File: src/rtl/seg_scan_driver.sv
// seg_scan_driver: synchronizes a slow scan clock and multiplexes N hex digits onto a 7-segment display with anode blanking.
module seg_scan_driver #(
  parameter int N_DIGITS     = 8,
  parameter int BLANK_CYCLES = 4,
  parameter int ACTIVE_LOW   = 1
) (
  input  logic                        clk_in,
  input  logic                        rst,
  input  logic                        scan_clk,
  input  logic                        enable,
  input  logic                        lz_blank,
  input  logic [4*N_DIGITS-1:0]       digits_in,
  input  logic [N_DIGITS-1:0]         dp_in,
  output logic [N_DIGITS-1:0]         an,
  output logic [6:0]                  seg,
  output logic                        dp,
  output logic [$clog2(N_DIGITS)-1:0] digit_idx
);
  localparam int IW = $clog2(N_DIGITS);
  localparam int CW = (BLANK_CYCLES < 2) ? 1 : $clog2(BLANK_CYCLES);
  localparam logic POL = (ACTIVE_LOW != 0);
  localparam logic [6:0] SEG_LUT [16] = '{
    7'h3F, 7'h06, 7'h5B, 7'h4F, 7'h66, 7'h6D, 7'h7D, 7'h07,
    7'h7F, 7'h6F, 7'h77, 7'h7C, 7'h39, 7'h5E, 7'h79, 7'h71
  };
  typedef enum logic [1:0] {OFF, BLANK, ON} state_t;
  state_t                state_q, state_d;
  logic [CW-1:0]         cnt_q, cnt_d;
  logic [IW-1:0]         idx_q, idx_d;
  logic [2:0]            s_q, s_d;
  logic [N_DIGITS-1:0]   an_q, an_d;
  logic [6:0]            seg_q, seg_d;
  logic                  dp_q, dp_d;
  logic                  rise, lz, on;
  logic [3:0]            nib;
  assign rise = s_q[1] & ~s_q[2];
  always_comb begin
    s_d     = {s_q[1:0], scan_clk};
    state_d = state_q;
    cnt_d   = cnt_q;
    idx_d   = idx_q;
    if (!enable) begin
      state_d = OFF;
    end else if (state_q == OFF) begin
      state_d = BLANK;
      cnt_d   = '0;
    end else if (rise) begin
      idx_d   = (idx_q == IW'(N_DIGITS - 1)) ? '0 : idx_q + IW'(1);
      state_d = BLANK;
      cnt_d   = '0;
    end else if (state_q == BLANK) begin
      state_d = (cnt_q == CW'(BLANK_CYCLES - 1)) ? ON : BLANK;
      cnt_d   = (cnt_q == CW'(BLANK_CYCLES - 1)) ? '0 : cnt_q + CW'(1);
    end
    // Outputs follow the next state so the dark window is exactly BLANK_CYCLES long.
    nib = 4'(digits_in >> {idx_d, 2'b00});
    lz  = lz_blank && (idx_d != '0);
    for (int i = 0; i < N_DIGITS; i++)
      if (i >= int'(idx_d) && digits_in[4*i +: 4] != 4'h0) lz = 1'b0;
    on   = (state_d == ON);
    an_d = ((on && !lz) ? (N_DIGITS'(1) << idx_d) : '0) ^ {N_DIGITS{POL}};
    seg_d = (on ? SEG_LUT[nib] : 7'h00) ^ {7{POL}};
    dp_d  = (on & dp_in[idx_d]) ^ POL;
  end
  always_ff @(posedge clk_in) begin
    if (rst) begin
      state_q <= OFF;
      cnt_q   <= '0;
      idx_q   <= '0;
      s_q     <= '0;
      an_q    <= {N_DIGITS{POL}};
      seg_q   <= {7{POL}};
      dp_q    <= POL;
    end else begin
      state_q <= state_d;
      cnt_q   <= cnt_d;
      idx_q   <= idx_d;
      s_q     <= s_d;
      an_q    <= an_d;
      seg_q   <= seg_d;
      dp_q    <= dp_d;
    end
  end
  assign an        = an_q;
  assign seg       = seg_q;
  assign dp        = dp_q;
  assign digit_idx = idx_q;
endmodule

File: config.mk
export PLATFORM = sky130hd
export DESIGN_NAME = seg_scan_driver
export DESIGN_NICKNAME = d
export VERILOG_FILES = /design/src/rtl/seg_scan_driver.sv
export SDC_FILE = /design/constraint.sdc
export NUM_CORES = 1
export LEC_CHECK = 0
export CORE_MARGIN = 1
export CORE_UTILIZATION = 40
export CTS_CLUSTER_SIZE = 12
export DETAILED_ROUTE_END_ITERATION = 8
export GPL_TIMING_DRIVEN = 0
export PLACE_DENSITY = 0.76
export SLEW_MARGIN = 30
export SYNTH_ARGS = -nofsm -noshare
export SYNTH_HDL_FRONTEND = slang
export SYNTH_SLANG_ARGS = --single-unit
File: constraint.sdc
create_clock -name clk_in -period 3.5 [get_ports clk_in]
set_input_delay 1.05 -clock clk_in [delete_from_list [all_inputs] [get_ports clk_in]]
set_output_delay 1.05 -clock clk_in [all_outputs]
set_load 0.05 [all_outputs]
==> results.json, run 1 <==
{
  "status": "finished, final reports clean",
  "via_count": 1959,
  "ys_async_sr_fraction": 0,
  "crit_fanout": 7,
  "finalNetCount": 337,
  "die_area_sq_um": 4550,
  "r2r_end": "seg[3]",
  "placedCellCount": 320,
  "cts_buffers": 3,
  "dp_slack_ps": -1070,
  "ant_nets": 0,
  "dp_hpwl_mm": 3.86,
  "start_kind": "primary input",
  "hold_viol": 0,
  "p_per_area_nw_per_um2": 265,
  "worst_slew_pin_slew_ps": 539,
  "h-tree-depth": 1,
  "regArea_sq_um": 520,
  "critPathArrivalTime_ps": 3420,
  "grt_max_degree": 16,
  "drt-initial-drc-count": 181,
  "portBuffers": 62,
  "syn_to_final_growth_pct": 53.0,
  "syn_avg_cell_area_sq_um": 8.25,
  "path_clk_slew_ps": 100,
  "ys_ff_latch": 26,
  "track_usage": 0.251,
  "grt_pass1_vias": 1813,
  "yosys.area.top_type_share": 0.303,
  "max_cap_violations": 0,
  "power.leakage_nw": 0.988,
  "syn_inst": 208,
  "fin_crit_sh": 0.932,
  "synth-adder-area-share": 0.0656,
  "synth_nets": 262,
  "gr-total-overflow": 0,
  "cts_hold_buf": 0,
  "synth_top_family_by_area": "compound AO/OA/AOI/OAI gates",
  "synth_compound_gate_area_share": 0.263,
  "wl_per_cell_um": 16.6,
  "multi_input_area_sq_um": 1230,
  "hold_depth": 1,
  "cp-end-kind": "flop",
  "hold_end": "s_q[1]",
  "start_util": 0.423,
  "path_class": "in -> reg",
  "setup_violations": 0,
  "antenna_found_initial": 0,
  "drc": 0,
  "skew_ps": 3.98,
  "peakVddDrop_mv": 0.139,
  "rsz0062_at_grt": "false",
  "synth_cell_type_count": 51,
  "synth_ff_type": "dfxtp_1",
  "vias_per_cell": 5.90,
  "clk_path_buf_depth": 2,
  "tritoncts": "done",
  "r2r_cells": 13,
  "clock.fmax_mhz": 306,
  "die_w_um": 67.5,
  "yosys.area.top_type": "dfxtp_1",
  "r2r_slack_ps": 270,
  "antenna_cells": 0,
  "setup_ws_ps": 236,
  "min-delay-path-class": "reg -> reg",
  "synth_area_leaders": "dfxtp_1, ha_1, mux2i_1, nand2_1, nor2_1",
  "synthMuxAreaShare": 0.0795,
  "r2r_start": "digit_idx[1]",
  "period_minus_slack_ps": 3260,
  "synth_warnings": 0,
  "drv_slew": 0,
  "drive_gt1_frac": 0.152,
  "syn_area_sq_um": 1720,
  "cts-root-buf": "clkbuf_8",
  "core_area_sq_um": 4060,
  "final_cell_count_no_fill": 332,
  "place_congestion": 0.870,
  "synthSimpleGateAreaFrac": 0.253,
  "ys_seq_area_frac": 0.303,
  "worstSkewPairLatency_ps": 270,
  "fp-row-count": 23,
  "cts_sinks": 26,
  "nFillCells": 336,
  "first_pass_iters": 6,
  "synth_xor_xnor_area_share": 0,
  "slew_headroom": 0.641,
  "wirelength_mm": 5.52,
  "hold_path.startpoint": "s_q[0]",
  "grt_pass1_wl_mm": 8.58,
  "synth_edf_count": 0,
  "holdWs_ps": 465,
  "die_y_um": 67.5,
  "required_ps": 3650,
  "io_pins": 64
}
## timing repair
item / 4_1_cts / 5_1_grt
gates cloned: 0 / 0
gates resized for setup: 15 / 4
setup buffers: 8 / 0
setup endpoints to repair: 7 / 5
pin swaps: 4 / 0
## worst max path at each step
stage / cells past startpoint / slack, ps / to / start
final: 12 / 240 / seg[3] / enable
after global routing: 14 / 80 / seg[3] / enable
after CTS: 12 / 70 / seg[3] / enable
after detailed placement: 13 / -1070 / seg[3] / enable
after global placement: 13 / -1020 / seg[3] / enable
after floorplan: 12 / 60 / seg[3] / enable
## registers in the layout, summed over array words and instances (netlist names)
signal and flops:
an 8, seg 7, digit_idx 3, s_q 3
cnt_q 2, state_q 2, dp 1
## Yosys cell counts (all sizes together) (3+ instances only)
master,instances
a211oi,3
a21oi,13
a221o,5
a31oi,4
buf,5
dfxtp,26
ha,9
inv,6
mux2,5
mux2i,8
nand2,21
nand3,9
nor2,23
nor2b,5
nor3,6
nor4,9
o21ai,12
o22ai,4
or2,3
## critical path, stage by stage
cell	delay (ps)
clkbuf_2	170
and3b_2	300
a211oi_4	90
or2_1	220
buf_2	170
a221o_1	300
a21oi_1	170
a21oi_2	70
buf_4	170
ha_1	270
a2111oi_0	370
a31oi_1	70
## cells in the final DEF, fill, tap and decap left out, types with 2 or more instances in the layout
cell type / instances
mux2i_1: 6
o31a_1: 2
a21o_1: 2
buf_4: 10
mux2_2: 5
o22ai_1: 2
nor2_4: 3
o221ai_1: 2
inv_1: 6
ha_1: 9
clkdlybuf4s50_1: 61
o21ai_0: 8
nor2b_1: 5
clkbuf_1: 2
buf_2: 3
and2_1: 2
a21oi_1: 11
a21oi_2: 2
o211ai_1: 2
nand3_1: 9
nor3_1: 5
a31oi_1: 4
nor2_1: 20
dfxtp_1: 26
o21ai_1: 3
clkbuf_8: 3
nand2_1: 21
a221o_1: 5
nor4_1: 8
## where the power goes
| group | internal [W] | switching [W] |
|---|---|---|
| Sequential | 0.000298 | 0.00000289 |
| Clock | 0.000153 | 0.000105 |
| Combinational | 0.0000737 | 0.0000634 |
| Total | 0.000525 | 0.000171 |
## cells by family after synthesis
group                      count (synthesis)
AOI/OAI and AO/OA                         62
adders and majority gates                  9
buffers and inverters                     13
DFF                                       26
muxes                                     13
and+or+nand+nor                           85
## metrics by stage
step | cell area [sq um] | TNS [ps] | power (W) | utilization
2_1_floorplan | 1720 | 0 | 0.000364 | -
3_3_place_gp | 2400 | -5160 | 0.000432 | 0.592
3_5_place_dp | 2400 | -5750 | 0.000433 | 0.592
4_1_cts | 2620 | 0 | 0.000699 | 0.645
5_1_grt | 2630 | 0 | 0.000727 | 0.647
6_report | 2630 | 0 | 0.000696 | 0.647
## per-layer routing
layer	track usage	vias up	part of all wire
met1	0.320	885	0.39
met2	0.405	117	0.48
met5	0	-	0
met3	0.0405	22	0.091
li1	-	935	-
met4	0.122	0	0.031
## area by class of cell
type,count,area share
flip-flops and latches,26,0.198
clock buffers,3,0.0157
multi-input cells,169,0.470
inverters,6,0.00858
well taps,50,0.0238
plain buffers,7,0.0143
clock inverters,1,0.0114
repair buffers,70,0.257
No activity file was read; power rests on OpenSTA's default activity.
==> run 2, diff against run 1 <==
Settings changed: PLACE_DENSITY 0.76 to unset, PLACE_DENSITY_LB_ADDON set to 0.3.
==> results.json, run 2 (same netlist as run 1, synthesis figures left out) <==
{
  "die_w_um": 67.5,
  "p_per_area_nw_per_um2": 264,
  "hold_path.startpoint": "s_q[0]",
  "clock.fmax_mhz": 290,
  "via_count": 1973,
  "cts_sinks": 26,
  "grt_use_met2": 0.403,
  "power.leakage_nw": 1.00,
  "first_pass_iters": 4,
  "worst-path-buf-inv": 2,
  "finalNetCount": 340,
  "fin_crit_sh": 0.984,
  "skew_ps": 4.04,
  "antenna_found_initial": 0,
  "die_y_um": 67.5,
  "use_met3": 0.0338,
  "nFillCells": 318,
  "cp_cell_sequence": "clkdlybuf4s15_2 -> and3b_2 -> a21oi_1 -> nor2_4 -> mux2_2 -> a21oi_1 -> a21oi_2 -> buf_4 -> ha_1 -> a2111oi_2 -> a31oi_1",
  "final_common_cell": "clkdlybuf4s50_1",
  "setup_violations": 0,
  "wirelength_mm": 5.59,
  "postLayoutCoreUtil": 0.659,
  "max_cap_violations": 0,
  "required_ps": 3650,
  "peakVddDrop_mv": 0.122,
  "io_pins": 64,
  "power_w": 0.000706,
  "r2r_start": "digit_idx[1]",
  "vias_per_cell": 5.89,
  "cts_buffers": 3,
  "period_minus_slack_ps": 3440,
  "fp-row-count": 23,
  "worstSkewPairLatency_ps": 280,
  "cp_slowest_cell": "a21oi_1",
  "r2r_cells": 13,
  "grt_max_degree": 16,
  "crit_fanout": 7,
  "portBuffers": 62,
  "drv_slew": 0,
  "cp_common_cell": "a21oi_1",
  "min-delay-path-class": "reg -> reg",
  "top_usage_layer": "met2",
  "core_area_sq_um": 4060,
  "place_congestion": 0.873,
  "grt_pass1_vias": 1814,
  "die_area_sq_um": 4550,
  "drc": 0,
  "cts-root-buf": "clkbuf_8",
  "setup_tns_ps": 0,
  "antenna_cells": 0,
  "layout_common_cells": "clkdlybuf4s50_1, dfxtp_1, nand2_1",
  "use_met1": 0.305,
  "max_stage_delay_ps": 400,
  "largest_register_ffs": 8,
  "status": "finished, final reports clean",
  "tritoncts": "done",
  "worst_slew_pin_slew_ps": 533,
  "start_kind": "primary input",
  "slew_headroom": 0.635,
  "wl_per_cell_um": 16.7,
  "start_util": 0.423,
  "r2r_slack_ps": 240,
  "path_class": "in -> reg",
  "cp.depth": 11,
  "drive_gt1_frac": 0.165,
  "track_usage": 0.240,
  "clk_path_buf_depth": 2,
  "grt_pass1_wl_mm": 8.23,
  "hold_viol": 0,
  "cp_top_family": "compound AO/OA/AOI/OAI gates",
  "gr-total-overflow": 0,
  "ant_nets": 0,
  "syn_to_final_growth_pct": 55.9,
  "hold_depth": 1,
  "h-tree-depth": 1,
  "critPathArrivalTime_ps": 3590,
  "dp_hpwl_mm": 3.70,
  "cts_hold_buf": 0,
  "cp-startpoint": "enable",
  "path_clk_slew_ps": 100,
  "cp-end-kind": "flop",
  "hold_end": "s_q[1]",
  "drt-initial-drc-count": 158,
  "r2r_end": "seg[3]"
}
==> run 2: how the worst max path moves through the flow <==
stage,to,slack [ps]
finish,seg[3],60
global route,seg[3],-40
CTS,seg[3],70
detailed placement,seg[3],-1030
global placement,seg[3],-1000
floorplan,seg[3],60
==> run 2: timing repair <==
item / in CTS / in global routing
resized for setup: 14 / 8
gates cloned: 0 / 0
endpoints found under the setup margin: 7 / 7
pin swaps: 2 / 4
setup buffers: 5 / 6
==> run 2: final cells by class <==
| cell class | instances | area, sq um | area share |
|---|---|---|---|
| Buffer | 7 | 40.0 | 0.0150 |
| Inverter | 6 | 22.5 | 0.00842 |
| Clock buffer | 3 | 41.3 | 0.0154 |
| Timing Repair Buffer | 73 | 717 | 0.268 |
| Sequential cell | 26 | 520 | 0.195 |
| Multi-Input combinational cell | 169 | 1240 | 0.464 |
| Clock inverter | 1 | 30.0 | 0.0112 |
| Tap cell | 50 | 62.6 | 0.0234 |
==> run 2: power breakdown <==
| part | total (W) | internal [W] | leakage (nW) | switching (W) |
|---|---|---|---|---|
| sequential | 0.000301 | 0.000298 | 0.211 | 0.00000292 |
| clock | 0.000261 | 0.000153 | 0.0357 | 0.000108 |
| combinational | 0.000144 | 0.0000785 | 0.758 | 0.0000651 |
==> run 2: metal layers <==
layer	share of wire	vias to the layer above
li1	-	942
met1	0.41	901
met2	0.48	111
met3	0.079	19
met4	0.025	0
met5	0	-
==> run 2: stage by stage <==
step | worst slack (ps) | hold slack, ps | area (sq um) | instances
after detailed placement | -1030 | 425 | 2400 | 320
after global placement | -999 | 418 | 2400 | 320
after CTS | 66.9 | 448 | 2600 | 329
after floorplan | 63.3 | 414 | 1720 | 208
after global routing | -42.4 | 475 | 2670 | 335
final | 55.3 | 444 | 2670 | 335
==> run 3, diff against run 2 <==
Settings changed: PLACE_DENSITY set to 0.76, PLACE_DENSITY_LB_ADDON 0.3 to unset.
==> results of run 3 <==
Same layout as run 1: the final DEF is identical, and so are final timing and power.
